`src/rtl/adc_pkg.sv`:
```
// Shared types and defaults for the ADC capture controller.
// Holds the FSM state encoding and the default timing constants.
package adc_pkg;

    typedef enum logic [1:0] {
        ST_IDLE    = 2'd0,
        ST_PRIME   = 2'd1,
        ST_CAPTURE = 2'd2,
        ST_DONE    = 2'd3
    } state_e;

    localparam int DEF_DIV      = 4;
    localparam int DEF_PIPE_DLY = 8;
    localparam int DEF_ADC_BITS = 12;
    localparam int DEF_CNT_W    = 16;
    localparam int DEF_OTR_W    = 8;

    function automatic logic is_active(input state_e s);
        return (s == ST_PRIME) || (s == ST_CAPTURE);
    endfunction

endpackage

```
`src/rtl/adc_capture_ctrl_if.sv`:
```
// Host-side handshake and capture bus of the ADC capture controller.
// The host drives start/stop/sample_count; the controller returns samples and status.
interface adc_capture_ctrl_if
    import adc_pkg::*;
#(
    parameter int CNT_W    = DEF_CNT_W,
    parameter int ADC_BITS = DEF_ADC_BITS,
    parameter int OTR_W    = DEF_OTR_W
) ();

    logic                start;
    logic                stop;
    logic [CNT_W-1:0]    sample_count;
    logic [ADC_BITS-1:0] sample_data;
    logic                sample_otr;
    logic                sample_valid;
    logic                busy;
    logic                done;
    logic [OTR_W-1:0]    otr_count;

    modport master (
        output start, stop, sample_count,
        input  sample_data, sample_otr, sample_valid, busy, done, otr_count
    );

    modport slave (
        input  start, stop, sample_count,
        output sample_data, sample_otr, sample_valid, busy, done, otr_count
    );

endinterface

```
`src/rtl/adc_clk_gen.sv`:
```
// ADC sample clock divider: half-period counter, toggling adc_clk, and a
// one-cycle strobe registered on each adc_clk rising transition.
module adc_clk_gen
    import adc_pkg::*;
#(
    parameter int DIV = DEF_DIV
) (
    input  logic clk,
    input  logic rst_n,
    input  logic en,
    output logic adc_clk,
    output logic rise_strobe
);

    localparam int HALF = DIV / 2;
    localparam int HC_W = (HALF > 1) ? $clog2(HALF) : 1;
    localparam logic [HC_W-1:0] HC_LAST = HC_W'(HALF - 1);

    logic [HC_W-1:0] hc_q, hc_d;
    logic            adc_clk_q, adc_clk_d;
    logic            rise_q, rise_d;

    // Next-state: hold everything cleared while disabled so the first rise lands DIV/2 cycles in.
    always_comb begin
        hc_d      = hc_q;
        adc_clk_d = adc_clk_q;
        rise_d    = 1'b0;
        if (!en) begin
            hc_d      = '0;
            adc_clk_d = 1'b0;
        end else if (hc_q == HC_LAST) begin
            hc_d      = '0;
            adc_clk_d = ~adc_clk_q;
            rise_d    = ~adc_clk_q;
        end else begin
            hc_d      = hc_q + HC_W'(1);
        end
    end

    // Divider state registers.
    always_ff @(posedge clk or negedge rst_n) begin
        if (!rst_n) begin
            hc_q      <= '0;
            adc_clk_q <= 1'b0;
            rise_q    <= 1'b0;
        end else begin
            hc_q      <= hc_d;
            adc_clk_q <= adc_clk_d;
            rise_q    <= rise_d;
        end
    end

    assign adc_clk     = adc_clk_q;
    assign rise_strobe = rise_q;

endmodule

```
`src/rtl/adc_capture_ctrl.sv`:
```
// ADC front-end controller: primes through the converter latency, then captures
// a finite burst or a continuous stream with OTR tagging and a saturating OTR count.
module adc_capture_ctrl
    import adc_pkg::*;
#(
    parameter int DIV      = DEF_DIV,
    parameter int ADC_BITS = DEF_ADC_BITS,
    parameter int PIPE_DLY = DEF_PIPE_DLY,
    parameter int CNT_W    = DEF_CNT_W,
    parameter int OTR_W    = DEF_OTR_W
) (
    input  logic                clk_PSRAM,
    input  logic                rst_n,
    input  logic [ADC_BITS-1:0] adc_out,
    input  logic                adc_OTR,
    output logic                adc_clk,
    adc_capture_ctrl_if.slave   bus
);

    localparam int PW = (PIPE_DLY > 1) ? $clog2(PIPE_DLY) : 1;
    localparam logic [PW-1:0] PIPE_LAST = PW'(PIPE_DLY - 1);

    state_e              state_q, state_d;
    logic [CNT_W-1:0]    target_q, target_d;
    logic [CNT_W-1:0]    samp_q, samp_d;
    logic [PW-1:0]       pipe_q, pipe_d;
    logic [ADC_BITS-1:0] data_q, data_d;
    logic                sotr_q, sotr_d;
    logic                valid_q, valid_d;
    logic                busy_q, busy_d;
    logic                done_q, done_d;
    logic [OTR_W-1:0]    otrc_q, otrc_d;
    logic                rise_s;
    logic                clk_en_s;

    // Gate on both current and next state: the divider starts one cycle after
    // PRIME is entered and drops adc_clk on the very edge that leaves capture.
    assign clk_en_s = is_active(state_q) && is_active(state_d);

    adc_clk_gen #(.DIV(DIV)) u_clk_gen (
        .clk         (clk_PSRAM),
        .rst_n       (rst_n),
        .en          (clk_en_s),
        .adc_clk     (adc_clk),
        .rise_strobe (rise_s)
    );

    // Acquisition FSM, counters and capture registers (next-state).
    always_comb begin
        state_d  = state_q;
        target_d = target_q;
        samp_d   = samp_q;
        pipe_d   = pipe_q;
        data_d   = data_q;
        sotr_d   = sotr_q;
        otrc_d   = otrc_q;
        valid_d  = 1'b0;
        case (state_q)
            ST_IDLE: begin
                if (bus.stop) begin
                    state_d = ST_IDLE;
                end else if (bus.start) begin
                    state_d  = ST_PRIME;
                    target_d = bus.sample_count;
                    samp_d   = '0;
                    pipe_d   = '0;
                    otrc_d   = '0;
                end else begin
                    state_d = ST_IDLE;
                end
            end
            ST_PRIME: begin
                if (bus.stop) begin
                    state_d = ST_IDLE;
                end else if (rise_s) begin
                    if (pipe_q == PIPE_LAST) begin
                        state_d = ST_CAPTURE;
                    end else begin
                        pipe_d = pipe_q + PW'(1);
                    end
                end else begin
                    state_d = ST_PRIME;
                end
            end
            ST_CAPTURE: begin
                if (bus.stop) begin
                    state_d = ST_IDLE;
                end else if (rise_s) begin
                    valid_d = 1'b1;
                    data_d  = adc_out;
                    sotr_d  = adc_OTR;
                    samp_d  = samp_q + CNT_W'(1);
                    if (adc_OTR && (otrc_q != {OTR_W{1'b1}})) begin
                        otrc_d = otrc_q + OTR_W'(1);
                    end else begin
                        otrc_d = otrc_q;
                    end
                    // target of zero means continuous: the counter wraps freely
                    if ((target_q != '0) && (samp_d == target_q)) begin
                        state_d = ST_DONE;
                    end else begin
                        state_d = ST_CAPTURE;
                    end
                end else begin
                    state_d = ST_CAPTURE;
                end
            end
            ST_DONE: begin
                state_d = ST_IDLE;
            end
            default: begin
                state_d = ST_IDLE;
            end
        endcase
        busy_d = is_active(state_d);
        done_d = (state_d == ST_DONE);
    end

    // State and output registers.
    always_ff @(posedge clk_PSRAM or negedge rst_n) begin
        if (!rst_n) begin
            state_q  <= ST_IDLE;
            target_q <= '0;
            samp_q   <= '0;
            pipe_q   <= '0;
            data_q   <= '0;
            sotr_q   <= 1'b0;
            otrc_q   <= '0;
            valid_q  <= 1'b0;
            busy_q   <= 1'b0;
            done_q   <= 1'b0;
        end else begin
            state_q  <= state_d;
            target_q <= target_d;
            samp_q   <= samp_d;
            pipe_q   <= pipe_d;
            data_q   <= data_d;
            sotr_q   <= sotr_d;
            otrc_q   <= otrc_d;
            valid_q  <= valid_d;
            busy_q   <= busy_d;
            done_q   <= done_d;
        end
    end

    assign bus.sample_data  = data_q;
    assign bus.sample_otr   = sotr_q;
    assign bus.sample_valid = valid_q;
    assign bus.busy         = busy_q;
    assign bus.done         = done_q;
    assign bus.otr_count    = otrc_q;

endmodule

```
`src/flat_wrapper.sv`:
```
// flat-port wrapper written by rule: the top's interface ports become plain ports
module adc_capture_ctrl_flat import adc_pkg::*;
#(
    parameter int DIV      = DEF_DIV,
    parameter int ADC_BITS = DEF_ADC_BITS,
    parameter int PIPE_DLY = DEF_PIPE_DLY,
    parameter int CNT_W    = DEF_CNT_W,
    parameter int OTR_W    = DEF_OTR_W
)
  (clk_PSRAM, rst_n, adc_out, adc_OTR, adc_clk, bus_start, bus_stop, bus_sample_count, bus_sample_data, bus_sample_otr, bus_sample_valid, bus_busy, bus_done, bus_otr_count);
  adc_capture_ctrl_if #(.CNT_W(CNT_W), .ADC_BITS(ADC_BITS), .OTR_W(OTR_W)) bus_i ();
  input  logic clk_PSRAM;
  input  logic rst_n;
  input  logic [ADC_BITS-1:0] adc_out;
  input  logic adc_OTR;
  output logic adc_clk;
  input wire logic [$bits(bus_i.start)-1:0] bus_start;
  input wire logic [$bits(bus_i.stop)-1:0] bus_stop;
  input wire logic [$bits(bus_i.sample_count)-1:0] bus_sample_count;
  output wire logic [$bits(bus_i.sample_data)-1:0] bus_sample_data;
  output wire logic [$bits(bus_i.sample_otr)-1:0] bus_sample_otr;
  output wire logic [$bits(bus_i.sample_valid)-1:0] bus_sample_valid;
  output wire logic [$bits(bus_i.busy)-1:0] bus_busy;
  output wire logic [$bits(bus_i.done)-1:0] bus_done;
  output wire logic [$bits(bus_i.otr_count)-1:0] bus_otr_count;
  assign bus_i.start = bus_start;
  assign bus_i.stop = bus_stop;
  assign bus_i.sample_count = bus_sample_count;
  assign bus_sample_data = bus_i.sample_data;
  assign bus_sample_otr = bus_i.sample_otr;
  assign bus_sample_valid = bus_i.sample_valid;
  assign bus_busy = bus_i.busy;
  assign bus_done = bus_i.done;
  assign bus_otr_count = bus_i.otr_count;
  adc_capture_ctrl #(.DIV(DIV), .ADC_BITS(ADC_BITS), .PIPE_DLY(PIPE_DLY), .CNT_W(CNT_W), .OTR_W(OTR_W)) u_core (.clk_PSRAM(clk_PSRAM), .rst_n(rst_n), .adc_out(adc_out), .adc_OTR(adc_OTR), .adc_clk(adc_clk), .bus(bus_i));
endmodule
```
`config.mk`:
```
export PLATFORM = sky130hd
export DESIGN_NAME = adc_capture_ctrl_flat
export DESIGN_NICKNAME = d
export VERILOG_FILES = /design/src/rtl/adc_pkg.sv /design/src/rtl/adc_capture_ctrl_if.sv /design/src/rtl/adc_clk_gen.sv /design/src/rtl/adc_capture_ctrl.sv /design/src/flat_wrapper.sv
export SDC_FILE = /design/constraint.sdc
export NUM_CORES = 1
export LEC_CHECK = 0
export ABC_AREA = 0
export BUFFER_PORTS_ARGS = -buffer_cell sky130_fd_sc_hd__buf_2
export CAP_MARGIN = 5
export CORE_AREA = 8 8 84 86
export DETAILED_ROUTE_END_ITERATION = 12
export DIE_AREA = 0 0 92 94
export HOLD_SLACK_MARGIN = 0.15
export PLACE_DENSITY = 0.83
export SKIP_LAST_GASP = 1
export SYNTH_ARGS = -nofsm -noshare
export SYNTH_HDL_FRONTEND = slang
export SYNTH_SLANG_ARGS = --single-unit
```
`constraint.sdc`:
```
create_clock -name clk_PSRAM -period 8 [get_ports clk_PSRAM]
set_input_delay 1.2 -clock clk_PSRAM [delete_from_list [all_inputs] [get_ports clk_PSRAM]]
set_output_delay 1.2 -clock clk_PSRAM [all_outputs]
set_load 0.01 [all_outputs]
```
=== Word level (Yosys, flattened, before mapping) ===
Index checks and enable logic that the tools add are counted.

* Flip-flop bits (word level): 64
* Input bits: 33
* Output and inout port bits: 25

* Add/sub/neg operators: 4
* Equality and inequality tests: 18
* Muxes and demuxes: 35
* Bitwise gates (word level): 2
* Reductions and logical operators: 14

{| class="wikitable"
|+ Operator list
! kind !! count
|-
| $mux W16 || 4
|-
| $mux W8 || 5
|-
| $pmux W16 S2 || 1
|-
| $add A16 B1 Y16 const B || 1
|-
| $eq A16 B16 Y1 || 1
|-
| $ne A2 B2 Y1 const B || 8
|-
| $pmux W8 S2 || 1
|-
| $reduce_bool A16 Y1 || 1
|-
| $mux W3 || 5
|-
| $mux W1 || 12
|-
| $reduce_and A6 Y1 || 2
|-
| $mux W2 || 5
|-
| $add A8 B1 Y8 const B || 1
|-
| $eq A2 B2 Y1 const B || 4
|-
| $ne A8 B8 Y1 const B || 1
|-
| $pmux W2 S4 || 1
|-
| $pmux W3 S2 || 1
|-
| $reduce_and A3 Y1 || 2
|-
| $reduce_and A5 Y1 || 1
|-
| $eq A2 B1 Y1 const B || 2
|-
| $reduce_bool A2 Y1 || 2
|-
| $add A3 B1 Y3 const B || 1
|-
| $eq A3 B3 Y1 const B || 1
|-
| $logic_and A1 B1 Y1 || 3
|-
| other kinds (5) || 7
|}

=== Longest topological paths before layout ===
Gate-level depths: netlist (run 1).

* Word-level depth: 11
* Depth in mapped cells: 11
* Mapped depth without buffers: 10

=== By module ===
A second synthesis (run 1) with hierarchy kept.

* Cells, all modules: 342
* Area total of the unflattened synthesis: 3,311.9 sq um

{| class="wikitable"
|+ Modules (own cells, without submodules)
! module !! instances !! cells each !! area an instance (sq um) !! seq. area each (sq um)
|-
| adc_capture_ctrl || 1 || 334 || 3,205.6 || 1,526.5
|-
| adc_clk_gen || 1 || 8 || 106.4 || 75.1
|}

=== Worst setup path after synthesis (run 1) ===
No wires, ideal clock.

* Path kind: reg2reg
* Start point: reg u_core.samp_q[0]
* End point: reg u_core.u_clk_gen.rise_q (netlist: u_core.u_clk_gen.rise_strobe)
* Library setup time: 0.126 ns
* Arrival: 2.534 ns
* Required time: 7.874 ns
* Path slack: 5.340 ns
* Cell stages (with the launch flop): 12
* Buffers on the path: 1
* Clock period less this slack: 2.660 ns
* Cells stage by stage: dfrtp_1 ha_1 buf_2 nand4_1 or4_4 xnor2_1 o2111a_1 nand3_1 o31ai_1 ha_1 nand2_1 nor3b_1

* Cells in the longest elaborated chain, start to end: 11

{| class="wikitable"
|+ Ends and longest elaborated chain
! what !! line !! RTL
|-
| start: declaration || adc_capture_ctrl.sv:25 || <nowiki>logic [CNT_W-1:0] samp_q, samp_d;</nowiki>
|-
| start signal: assignment || adc_capture_ctrl.sv:135 || <nowiki>samp_q <= samp_d;</nowiki>
|-
| $add A16 B1 Y16 (*) || adc_capture_ctrl.sv:92 || <nowiki>samp_d = samp_q + CNT_W'(1);</nowiki>
|-
| $eq A16 B16 Y1 (*) || adc_capture_ctrl.sv:99 || <nowiki>if ((target_q != '0) && (samp_d == target_q)) begin</nowiki>
|-
| $logic_and A1 B1 Y1 (*) || adc_capture_ctrl.sv:99 ||
|-
| $mux W1 (*) || adc_capture_ctrl.sv:99 ||
|-
| $mux W1 (*) || adc_capture_ctrl.sv:88 || <nowiki>end else if (rise_s) begin</nowiki>
|-
| $mux W2 (*) || adc_capture_ctrl.sv:86 || <nowiki>if (bus.stop) begin</nowiki>
|-
| $pmux W2 S4 (*) || adc_capture_ctrl.sv:58 || <nowiki>case (state_q)</nowiki>
|-
| via u_core.state_d[0] || adc_capture_ctrl.sv:23 || <nowiki>state_e state_q, state_d;</nowiki>
|-
| $eq A2 B1 Y1 / $eq A2 B2 Y1 (equally long branches) || -- ||
|-
| $logic_or A1 B1 Y1 (*) || -- ||
|-
| via u_core.busy_d || adc_capture_ctrl.sv:30 || <nowiki>logic busy_q, busy_d;</nowiki>
|-
| $logic_and A1 B1 Y1 (*) || adc_capture_ctrl.sv:38 || <nowiki>assign clk_en_s = is_active(state_q) && is_active(state_d);</nowiki>
|-
| $mux W1 (*) || adc_clk_gen.sv:28 || <nowiki>if (!en) begin</nowiki>
|-
| via u_core.u_clk_gen.rise_d || adc_clk_gen.sv:21 || <nowiki>logic rise_q, rise_d;</nowiki>
|-
| end signal: assignment || adc_clk_gen.sv:49 || <nowiki>rise_q <= rise_d;</nowiki>
|-
| end: declaration || adc_clk_gen.sv:21 ||
|}

The timed path passes the listed nets; every way through them passes the cells marked *.
A chain may end at the register's enable or synchronous reset.

=== Worst setup path in the final report (run 1) ===
* Start point: in bus_stop
* End point: reg u_core.u_clk_gen.rise_q (netlist: u_core.u_clk_gen.rise_strobe)

* Cells in the longest elaborated chain, start to end: 6

{| class="wikitable"
|+ Ends and longest elaborated chain
! what !! line !! RTL
|-
| start: declaration || flat_wrapper.sv:18 || <nowiki>input wire logic [$bits(bus_i.stop)-1:0] bus_stop;</nowiki>
|-
| $mux W2, on equally long branches || adc_capture_ctrl.sv:86, adc_capture_ctrl.sv:60, adc_capture_ctrl.sv:73 ||
|-
| $pmux W2 S4 (*) || adc_capture_ctrl.sv:58 ||
|-
| via u_core.state_d[0] || adc_capture_ctrl.sv:23 ||
|-
| $eq A2 B1 Y1 / $eq A2 B2 Y1 (equally long branches) || -- ||
|-
| $logic_or A1 B1 Y1 (*) || -- ||
|-
| via u_core.busy_d || adc_capture_ctrl.sv:30 ||
|-
| $logic_and A1 B1 Y1 (*) || adc_capture_ctrl.sv:38 ||
|-
| $mux W1 (*) || adc_clk_gen.sv:28 ||
|-
| via u_core.u_clk_gen.rise_d || adc_clk_gen.sv:21 ||
|}

Marks and branches as above.

==> flow_metrics.tcl, run 1 <==
set metrics [dict create \
    status "completed" \
    final_nets 466 \
    cts_setup_buffers 0 \
    worstHoldEndpoint "u_core.bus.sample_data[1]$_DFFE_PN0P_" \
    synth-async-reset-ratio_pct 100.0 \
    worstReg2RegEnd "u_core.u_clk_gen.rise_strobe$_DFF_PN0_" \
    worstMarginPinSlew_ns 0.8496 \
    grt_pass1_vias 2769 \
    worstPathCellList "buf_2 > nand3b_1 > clkinv_1 > a31oi_1 > o31ai_1 > ha_1 > nand2_1 > nor3b_1" \
    grt_util_all_layers_pct 18.58 \
    synthCells 371 \
    syn_area_um2 3328 \
    p_leak_nw 1.932 \
    postRouteAntennaNets 0 \
    numCtsBuffers 9 \
    die_y_um 94 \
    grt_overflow 0 \
    cp_slowest_cell "clkinv_1" \
    fillers 481 \
    htree_num_levels 3 \
    synth.largest_area_cell "dfrtp_1" \
    yosysMostFrequentCell "nand2_1" \
    cap_violations 0 \
    detailed_place_hpwl_mm 5.482 \
    start_util_pct 57.93 \
    fmax_ghz 0.3180 \
    core_area_um2 5746 \
    cp_slowest_stage_delay_ns 0.60 \
    cts-resized-gates 0 \
    synth-seq-cells 64 \
    required_ns 8.26 \
    vdd_drop_max_uv 133.0 \
    drc 0 \
    rr_worst_depth 10 \
    final_core_util_pct 67.07 \
    hp-start "u_core.bus.sample_data[1]$_DFFE_PN0P_" \
    setup_slack_ns 4.856 \
    cts.path.max_buffers 2 \
    cp.arrival_ns 3.40 \
    clkSinkCount 64 \
    crit_type "in2reg" \
    rows 28 \
    place_ws_ns 4.503 \
    r2r_start "u_core.samp_q[0]$_DFFE_PN0P_" \
    ioPinCount 58 \
    dieArea_um2 8648 \
    synth_ff_type "dfrtp_1" \
    m1WireLength_mm 3.388 \
    reg2reg_slack_ns 4.87 \
    synth-edff-count 0 \
    power_w 0.0007071 \
    die_w_um 92 \
    path_max_fanout 18 \
    dr_wl_met3_um 627 \
    yosysTopAreaCellShare_pct 48.12 \
    slew-limit-headroom_pct 41.90 \
    grt_max_degree 65 \
    avgSynthCellArea_um2 8.971 \
    syn_to_final_growth_pct 15.79 \
    seq_area_frac_synth_pct 48.12 \
    register_area_um2 1602 \
    ys_types 44 \
    clock_latency_ns 0.34 \
    powerDensity_nw_per_um2 183.5 \
    drive_above_1_share_pct 20.23 \
    viasPerCell 5.450 \
    num_vias 2752 \
    min_path_type "reg2reg" \
    synthTopCellsByCount "nand2_1 (117), dfrtp_1 (64), o21ai_0 (19), xnor2_1 (19), nor2_1 (15)" \
    finalWirelength_mm 7.568 \
    drt_iter0_drc 202 \
    finClkSkew_ns 0.01105 \
    antenna_cells 0 \
    cts_tree "yes" \
    rsz0062_at_grt "false" \
    post_drt_wl_per_cell_um 14.99 \
    fin_setup_tns_ns 0 \
    cp-start-kind "input port" \
    final-setup-viol-count 0 \
    finalCritPeriodShare_pct 39.30 \
    port_buffers 57 \
    critPathLaunch "bus_stop" \
    yosysWarnings 0 \
    top_layer "met4" \
    syn_nets 412 \
    multiInputGateArea_um2 1604 \
    hold_depth 2 \
    hold_viol_final 0 \
    ctsHoldBuffers 0 \
    dr_wl_met2_mm 3.442 \
    place_congestion 0.8786 \
    cts-root-buf "clkbuf_8" \
    grt_pass1_wl_mm 12.91 \
    fin_crit_ns 3.144 \
    antenna_found_initial 0 \
    finalMaxSlewViolations 0 \
    first_pass_iters 4 \
    path_clk_slew_ns 0.07 \
    yosys-top-cells-area "dfrtp_1 (48%), nand2_1 (13%), xnor2_1 (5.0%)" \
    hold_slack_ns 0.4759 \
    cp-end-kind "flip-flop" \
]
[layer usage]
| layer | global-route usage, % | vias to the layer above |
|---|---|---|
| met1 | 22.84 | 1289 |
| met5 | 0 | - |
| met3 | 6.155 | 8 |
| met4 | 8.188 | 0 |
| met2 | 29.20 | 93 |
| li1 | - | 1362 |
[worst max path at each step]
stage / slack, ns / endpoint
finish: 4.86 / u_core.u_clk_gen.rise_strobe$_DFF_PN0_
global route: 4.60 / u_core.u_clk_gen.rise_strobe$_DFF_PN0_
CTS: 4.86 / u_core.u_clk_gen.rise_strobe$_DFF_PN0_
detailed placement: 4.50 / u_core.u_clk_gen.rise_strobe$_DFF_PN0_
global placement: 4.64 / u_core.u_clk_gen.rise_strobe$_DFF_PN0_
floorplan: 5.34 / u_core.u_clk_gen.rise_strobe$_DFF_PN0_
[flip-flops by register name (all words and copies together) (netlist names), 2 cells and up]
name and flops:
u_core.bus.sample_data 12, u_core.target_q 16, u_core.bus.otr_count 8, u_core.state_q 2
u_core.samp_q 16, u_core.pipe_q 3
[cell type report]
type                            count  share of cell area, %
Multi-Input combinational cell    278                  41.62
Inverter                           12                  1.169
Clock buffer                       10                  3.571
Sequential cell                    64                  41.56
Clock inverter                      6                  1.753
Timing Repair Buffer               60                  7.890
Tap cell                           75                  2.435
[kinds of logic after synthesis]
logic type,Yosys count,synth area share [%]
AO/OA/AOI/OAI,53,10.98
XOR/XNOR,30,7.895
adder cells (fa/ha/maj),8,3.008
buffers and inverters,29,3.684
flip-flops,64,48.12
multiplexers,3,0.9023
AND/OR/NAND/NOR,184,25.41
[worst max-delay path: cells and delay by family]
| kind | cells | cell delay [ns] |
|---|---|---|
| adder cells (fa/ha/maj) | 1 | 0.31 |
| buffers and inverters | 2 | 0.71 |
| AO/OA/AOI/OAI | 2 | 0.43 |
| AND/OR/NAND/NOR | 3 | 0.74 |
[cell usage in the layout (no fill, tap or decap), types with 2 or more instances in the layout]
| cell type | instances |
|---|---|
| xor2_1 | 11 |
| nand4_1 | 8 |
| or4_4 | 2 |
| inv_1 | 11 |
| nor2_1 | 15 |
| o41ai_1 | 2 |
| o21a_1 | 3 |
| nor2b_1 | 2 |
| clkinvlp_4 | 2 |
| nand3_1 | 11 |
| ha_1 | 8 |
| nand3b_1 | 3 |
| buf_2 | 57 |
| o22ai_1 | 3 |
| or2_2 | 4 |
| a21oi_1 | 5 |
| and3_1 | 4 |
| o21ai_0 | 19 |
| a21o_1 | 2 |
| nand2_1 | 117 |
| nor3_1 | 2 |
| mux2i_1 | 3 |
| dfrtp_1 | 64 |
| buf_4 | 2 |
| or3_1 | 2 |
| clkbuf_8 | 10 |
| o31ai_1 | 11 |
| xnor2_1 | 19 |
| o2111ai_1 | 2 |
| nor4_1 | 6 |
[power breakdown]
group | internal [W] | total (W) | leakage (nW) | switching (W)
Clock | 0.000153 | 0.000281 | 0.0989 | 0.000128
Sequential | 0.000339 | 0.000355 | 0.867 | 0.0000164
Combinational | 0.0000307 | 0.0000705 | 0.966 | 0.0000398
[stage by stage]
| step | cells | area [um^2] |
|---|---|---|
| after detailed placement | 488 | 3645 |
| after global routing | 505 | 3854 |
| final | 505 | 3854 |
| after floorplan | 371 | 3328 |
| after CTS | 504 | 3850 |
| after global placement | 488 | 3645 |
Power figures use the tool's default switching activity.
==> run 2: changes to the inputs <==
CORE_AREA = 8 8 87 89   (was 8 8 84 86)
DIE_AREA = 0 0 95 97   (was 0 0 92 94)
PLACE_DENSITY = 0.77   (was 0.83)
clock period = 3 ns   (was 8 ns; I/O delays follow)
==> run 2 against run 1 <==
Clock-buffer cell count down 1. Largest cell class unchanged. Highest routed layer unchanged. Die area up 6.6%. Non-clock buffer count up 6. Critical endpoint unchanged.
==> flow_metrics.tcl, run 2 (same netlist as run 1, synthesis figures left out) <==
set metrics [dict create \
    first_pass_iters 4 \
    r2r_start "u_core.samp_q[0]$_DFFE_PN0P_" \
    fmax_ghz 0.3649 \
    worstReg2RegEnd "u_core.u_clk_gen.rise_strobe$_DFF_PN0_" \
    finalMaxSlewViolations 0 \
    numCtsBuffers 9 \
    worstMarginPinSlew_ns 0.7780 \
    fin_setup_tns_ns 0 \
    grt_max_degree 65 \
    reg2reg_slack_ns 0.26 \
    cts_setup_buffers 0 \
    crit_type "reg2reg" \
    start_util_pct 53.64 \
    final_cell_mix "nand2_1 (117), dfrtp_1 (64), buf_2 (57)" \
    ioPinCount 58 \
    num_vias 2752 \
    post_drt_wl_per_cell_um 14.36 \
    cap_violations 0 \
    grt_pass1_vias 2697 \
    viasPerCell 5.365 \
    placed_area_um2 3700 \
    min_path_type "in2async" \
    cts-resized-gates 0 \
    hold_viol_final 0 \
    crit_top_cell "ha_1" \
    path_clk_slew_ns 0.07 \
    slew-limit-headroom_pct 48.13 \
    placedCellCount 497 \
    finalWirelength_mm 7.366 \
    antenna_found_initial 0 \
    clock_latency_ns 0.35 \
    syn_to_final_growth_pct 16.32 \
    final_common_cell "nand2_1" \
    grt_util_all_layers_pct 16.75 \
    detailed_place_hpwl_mm 5.456 \
    instances_no_fill 513 \
    ctsHoldBuffers 0 \
    place_congestion 0.9325 \
    grt_overflow 0 \
    drc 0 \
    fin_crit_ns 2.741 \
    clkSinkCount 64 \
    rr_worst_depth 10 \
    cts-root-buf "clkbuf_8" \
    rows 29 \
    postRouteAntennaNets 0 \
    core_area_um2 6205 \
    grt_pass1_wl_mm 12.41 \
    final_core_util_pct 62.39 \
    cp_slowest_stage_delay_ns 0.58 \
    fin_area_um2 3871 \
    path_buf_inv 0 \
    drt_iter0_drc 129 \
    powerDensity_nw_per_um2 460.2 \
    finClkSkew_ns 0.007985 \
    antenna_cells 0 \
    cp.depth 10 \
    die_y_um 97 \
    worstPathCellList "ha_1 > nand4_1 > or4_4 > xnor2_1 > o2111a_1 > nand3_1 > o31ai_1 > ha_1 > nand2_1 > nor3b_1" \
    rsz0062_at_grt "false" \
    path_max_fanout 5 \
    final_nets 472 \
    cp_slowest_cell "or4_4" \
    drive_above_1_share_pct 21.56 \
    cp_top_family "simple AND/OR/NAND/NOR gates" \
    cp.arrival_ns 2.98 \
    die_w_um 95 \
    cp-start-kind "flip-flop" \
    critPathLaunch "u_core.samp_q[0]$_DFFE_PN0P_" \
    status "completed" \
    cp-end-kind "flip-flop" \
    dieArea_um2 9215 \
    required_ns 3.24 \
    p_leak_nw 1.950 \
    vdd_drop_max_uv 317.9 \
    final-setup-viol-count 0 \
    htree_num_levels 3 \
    cts_tree "yes" \
    finalCritPeriodShare_pct 91.35 \
    port_buffers 57 \
    crit_end "u_core.u_clk_gen.rise_strobe$_DFF_PN0_" \
    cts.path.max_buffers 2 \
]
==> run 2: changes by cell type in the layout (fill, tap and decap cells not counted) <==
cell       previous run  this run
buf_4                 2         9
clkinv_2              1         3
clkbuf_8             10         9
clkbuf_1              1         0
bufinv_16             1         0
==> run 2: layout make-up <==
class	count	area, um^2
timing repair buffer	66	352.8
fill	526	2333
inverter	12	45.04
sequential	64	1602
clock inverter	7	47.55
clock buffer	9	123.9
tap	77	96.34
multi-input combinational	278	1604
==> run 2: stage by stage <==
| step | power (W) | hold WS, ns | worst slack [ns] |
|---|---|---|---|
| after global routing | 0.001871 | 0.2883 | 0.06393 |
| final | 0.001782 | 0.2566 | 0.2594 |
| after CTS | 0.001805 | 0.2791 | 0.2465 |
| after global placement | 0.001154 | 0.4498 | 0.3171 |
| after floorplan | 0.001074 | 0.1544 | 0.3396 |
| after detailed placement | 0.001160 | 0.4605 | 0.2523 |
==> run 2: worst register-to-register path: cells and delay by family (launching register included) <==
kind | cells | cell delay, ns
AOI/OAI and AO/OA | 2 | 0.52
DFF | 1 | 0.46
xor gates and xnor gates | 1 | 0.17
adders and majority gates | 2 | 0.52
and+or+nand+nor | 5 | 0.97
==> run 2: worst min-delay path by stage <==
| stage | end | slack [ns] | cells past startpoint |
|---|---|---|---|
| 2_1_floorplan | u_core.bus.busy$_DFF_PN0_ | 0.15 | 0 |
| 3_3_place_gp | u_core.u_clk_gen.hc_q$_DFF_PN0_ | 0.45 | 1 |
| 3_5_place_dp | u_core.bus.sample_data[4]$_DFFE_PN0P_ | 0.46 | 2 |
| 4_1_cts | u_core.target_q[0]$_DFFE_PN0P_ | 0.28 | 3 |
| 5_1_grt | u_core.target_q[0]$_DFFE_PN0P_ | 0.29 | 3 |
| 6_report | u_core.bus.sample_data[6]$_DFFE_PN0P_ | 0.26 | 2 |
==> run 2: routing by layer <==
layer  up-vias  GRT usage [%]  wire, um
met5         -              0         0
met1      1276          21.46      3259
met3        15          3.014       519
met2        85          26.07      3413
met4         0          8.774       174
li1       1376              -         -
==> run 2: where the power goes <==
part	total, W	leakage (nW)	internal (W)	switching (W)
Sequential	0.000951	0.867	0.000904	0.0000476
Clock	0.000640	0.0854	0.000298	0.000341
Combinational	0.000191	0.998	0.0000861	0.000105
==> run 3: changes to the inputs <==
CORE_AREA = 8 8 91 93   (was 8 8 87 89)
DIE_AREA = 0 0 99 101   (was 0 0 95 97)
PLACE_DENSITY = 0.74   (was 0.77)
clock period = 2.2 ns   (was 3 ns; I/O delays follow)
==> run 3 against run 2 <==
The run now ends with setup timing left. Die area rose by 8.5%. Design area rose by 14%. Hold slack got worse by 0.085 ns. Global-route usage rose by 0.23 points. Critical path depth did not move. Combinational power rose by 62%. First-iteration DRC count rose by 73%. Clock-buffer cell count rose by 3.
==> flow_metrics.tcl, run 3 (same netlist as run 1, synthesis figures left out) <==
set metrics [dict create \
    status "finished, violations left" \
    violations "setup timing" \
    p_leak_nw 2.272 \
    ioPinCount 58 \
    p_sw_w 0.0006582 \
    cap_violations 0 \
    path_buf_inv 0 \
    switching_share_pct 24.93 \
    finClkSkew_ns 0.005809 \
    antenna_cells 0 \
    clockPowerShare_pct 39.3 \
    final_cell_mix "nand2_1 (116), dfrtp_1 (64), buf_4 (62)" \
    setup_slack_ns -0.2797 \
    post_drt_wl_per_cell_um 14.51 \
    final_core_util_pct 63.78 \
    cts.path.max_buffers 2 \
    cp.arrival_ns 2.71 \
    grt_overflow 0 \
    cts_tree "yes" \
    clock_latency_ns 0.34 \
    powerDensity_nw_per_um2 596.2 \
    htree_num_levels 3 \
    fillers 529 \
    cp-end-kind "flip-flop" \
    grt_max_degree 24 \
    finalCritPeriodShare_pct 112.7 \
    final_common_cell "nand2_1" \
    worstPathCellList "ha_2 > nand4_1 > or4_4 > xnor2_2 > o2111a_1 > nand3_2 > o31ai_4 > ha_4 > nand2_4 > nor3b_2" \
    numCtsBuffers 9 \
    finalMaxSlewViolations 0 \
    final-setup-viol-count 5 \
    required_ns 2.43 \
    detailed_place_hpwl_mm 6.139 \
    dieArea_um2 9999 \
    clkSinkCount 64 \
    fin_crit_ns 2.480 \
    p_comb_share_pct 11.7 \
    grt_pass1_vias 3014 \
    drt_iter0_drc 223 \
    vdd_drop_max_uv 497.3 \
    cp_top_family "simple AND/OR/NAND/NOR gates" \
    syn_to_final_growth_pct 33.05 \
    cp_slowest_stage_delay_ns 0.58 \
    rows 31 \
    placedCellCount 548 \
    viasPerCell 5.249 \
    crit_type "reg2reg" \
    hold_viol_final 0 \
    port_buffers 57 \
    p_int_w 0.001982 \
    drive_above_1_share_pct 33.13 \
    first_pass_iters 4 \
    cp_slowest_cell "or4_4" \
    fmax_ghz 0.4033 \
    core_area_um2 6943 \
    place_ws_ns -0.3137 \
    postRouteAntennaNets 0 \
    instances_no_fill 571 \
    rsz0062_at_grt "true" \
    die_y_um 101 \
    start_util_pct 47.94 \
    worstMarginPinSlew_ns 0.4565 \
    antenna_found_initial 0 \
    min_path_type "in2reg" \
    num_vias 2997 \
    final_nets 526 \
    grt_pass1_wl_mm 13.74 \
    pwr-share-seq_pct 48.9 \
    path_clk_slew_ns 0.07 \
    cp-start-kind "flip-flop" \
    finalWirelength_mm 8.288 \
    die_w_um 99 \
    place_congestion 0.8956 \
    slew-limit-headroom_pct 69.57 \
    grt_util_all_layers_pct 16.98 \
    cts-root-buf "clkbuf_8" \
    drc 0 \
    path_max_fanout 3 \
]
==> run 3: cell types whose count changed in the layout (fill, tap and decap cells not counted), moves of 2 or more <==
cell	delta
buf_4	+53
clkbuf_8	+3
clkinvlp_4	-2
ha_1	-4
ha_2	+3
nor2_1	-3
nor2_2	+2
o31ai_1	-2
o31ai_4	+2
or3_4	+2
xnor2_1	-3
xnor2_2	+3
==> run 3: final cells by class <==
type                       instances  area, um^2  area share [%]
clock buffer                      12       165.2           3.730
clock inverter                     3       40.04          0.9042
inverter                          12       45.04           1.017
multi-input combinational        278        1713           38.68
sequential                        64        1602           36.17
tap                               82       102.6           2.317
timing repair buffer             120       760.7           17.18
==> run 3: worst reg2reg max path, delay by kind of cell (launching register included) <==
| family | cells | cell delay, ns |
|---|---|---|
| fa+ha+maj | 2 | 0.46 |
| xor+xnor | 1 | 0.14 |
| flops | 1 | 0.38 |
| compound gates | 2 | 0.49 |
| simple gates | 5 | 0.91 |
==> run 3: power by group through the flow <==
| stage | Clock [W] | Combinational (W) | Sequential (W) |
|---|---|---|---|
| 2_1_floorplan | 0 | 0.000171 | 0.00130 |
| 3_3_place_gp | 0 | 0.000269 | 0.00131 |
| 3_5_place_dp | 0 | 0.000280 | 0.00131 |
| 4_1_cts | 0.00106 | 0.000299 | 0.00129 |
| 5_1_grt | 0.00111 | 0.000351 | 0.00130 |
| 6_report | 0.00104 | 0.000310 | 0.00129 |
==> run 3: stage by stage <==
step / power (W) / TNS, ns / cell area (um^2) / hold WS (ns)
after detailed placement: 0.001592 / -1.068 / 4056 / 0.3011
after floorplan: 0.001466 / -0.9112 / 3336 / 0.03441
after global placement: 0.001581 / -0.7842 / 4056 / 0.2950
after global routing: 0.002755 / -1.509 / 4428 / 0.1750
after CTS: 0.002649 / -0.9230 / 4335 / 0.1626
final: 0.002640 / -0.9869 / 4428 / 0.1721
==> run 3: per-layer routing <==
layer  global-route usage, %  wire [um]  vias up  part of all wire [%]
met4                   5.431         99        0                   1.2
li1                        -          -     1490                     -
met5                       0          0        -                     0
met1                   21.35       3821     1408                    46
met3                   5.525        569       10                   6.9
met2                   26.92       3798       89                    46
==> run 3: repair_timing <==
action | in CTS | in global routing
cloned | 0 | 0
hold buffers | 1 | 0
resized for setup | 6 | 14
buffers inserted | 4 | 3
pin swaps | 5 | 15
endpoints found under the hold margin | 18 | 0
setup endpoints to repair | 6 | 13
==> run 3: final timing paths <==
kind                                                        from                                     end  slack [ns]  cells past startpoint
setup reg to reg                    u_core.samp_q[1]$_DFFE_PN0P_  u_core.u_clk_gen.rise_strobe$_DFF_PN0_       -0.28                     10
max in group asynchronous                                  rst_n            u_core.samp_q[9]$_DFFE_PN0P_        1.06                      3
setup / recovery                    u_core.samp_q[1]$_DFFE_PN0P_  u_core.u_clk_gen.rise_strobe$_DFF_PN0_       -0.28                     10
min in group asynchronous                                  rst_n   u_core.bus.sample_data[5]$_DFFE_PN0P_        0.46                      2
hold / removal                               bus_sample_count[7]          u_core.target_q[7]$_DFFE_PN0P_        0.17                      3
hold reg to reg            u_core.bus.sample_data[8]$_DFFE_PN0P_   u_core.bus.sample_data[8]$_DFFE_PN0P_        0.47                      2
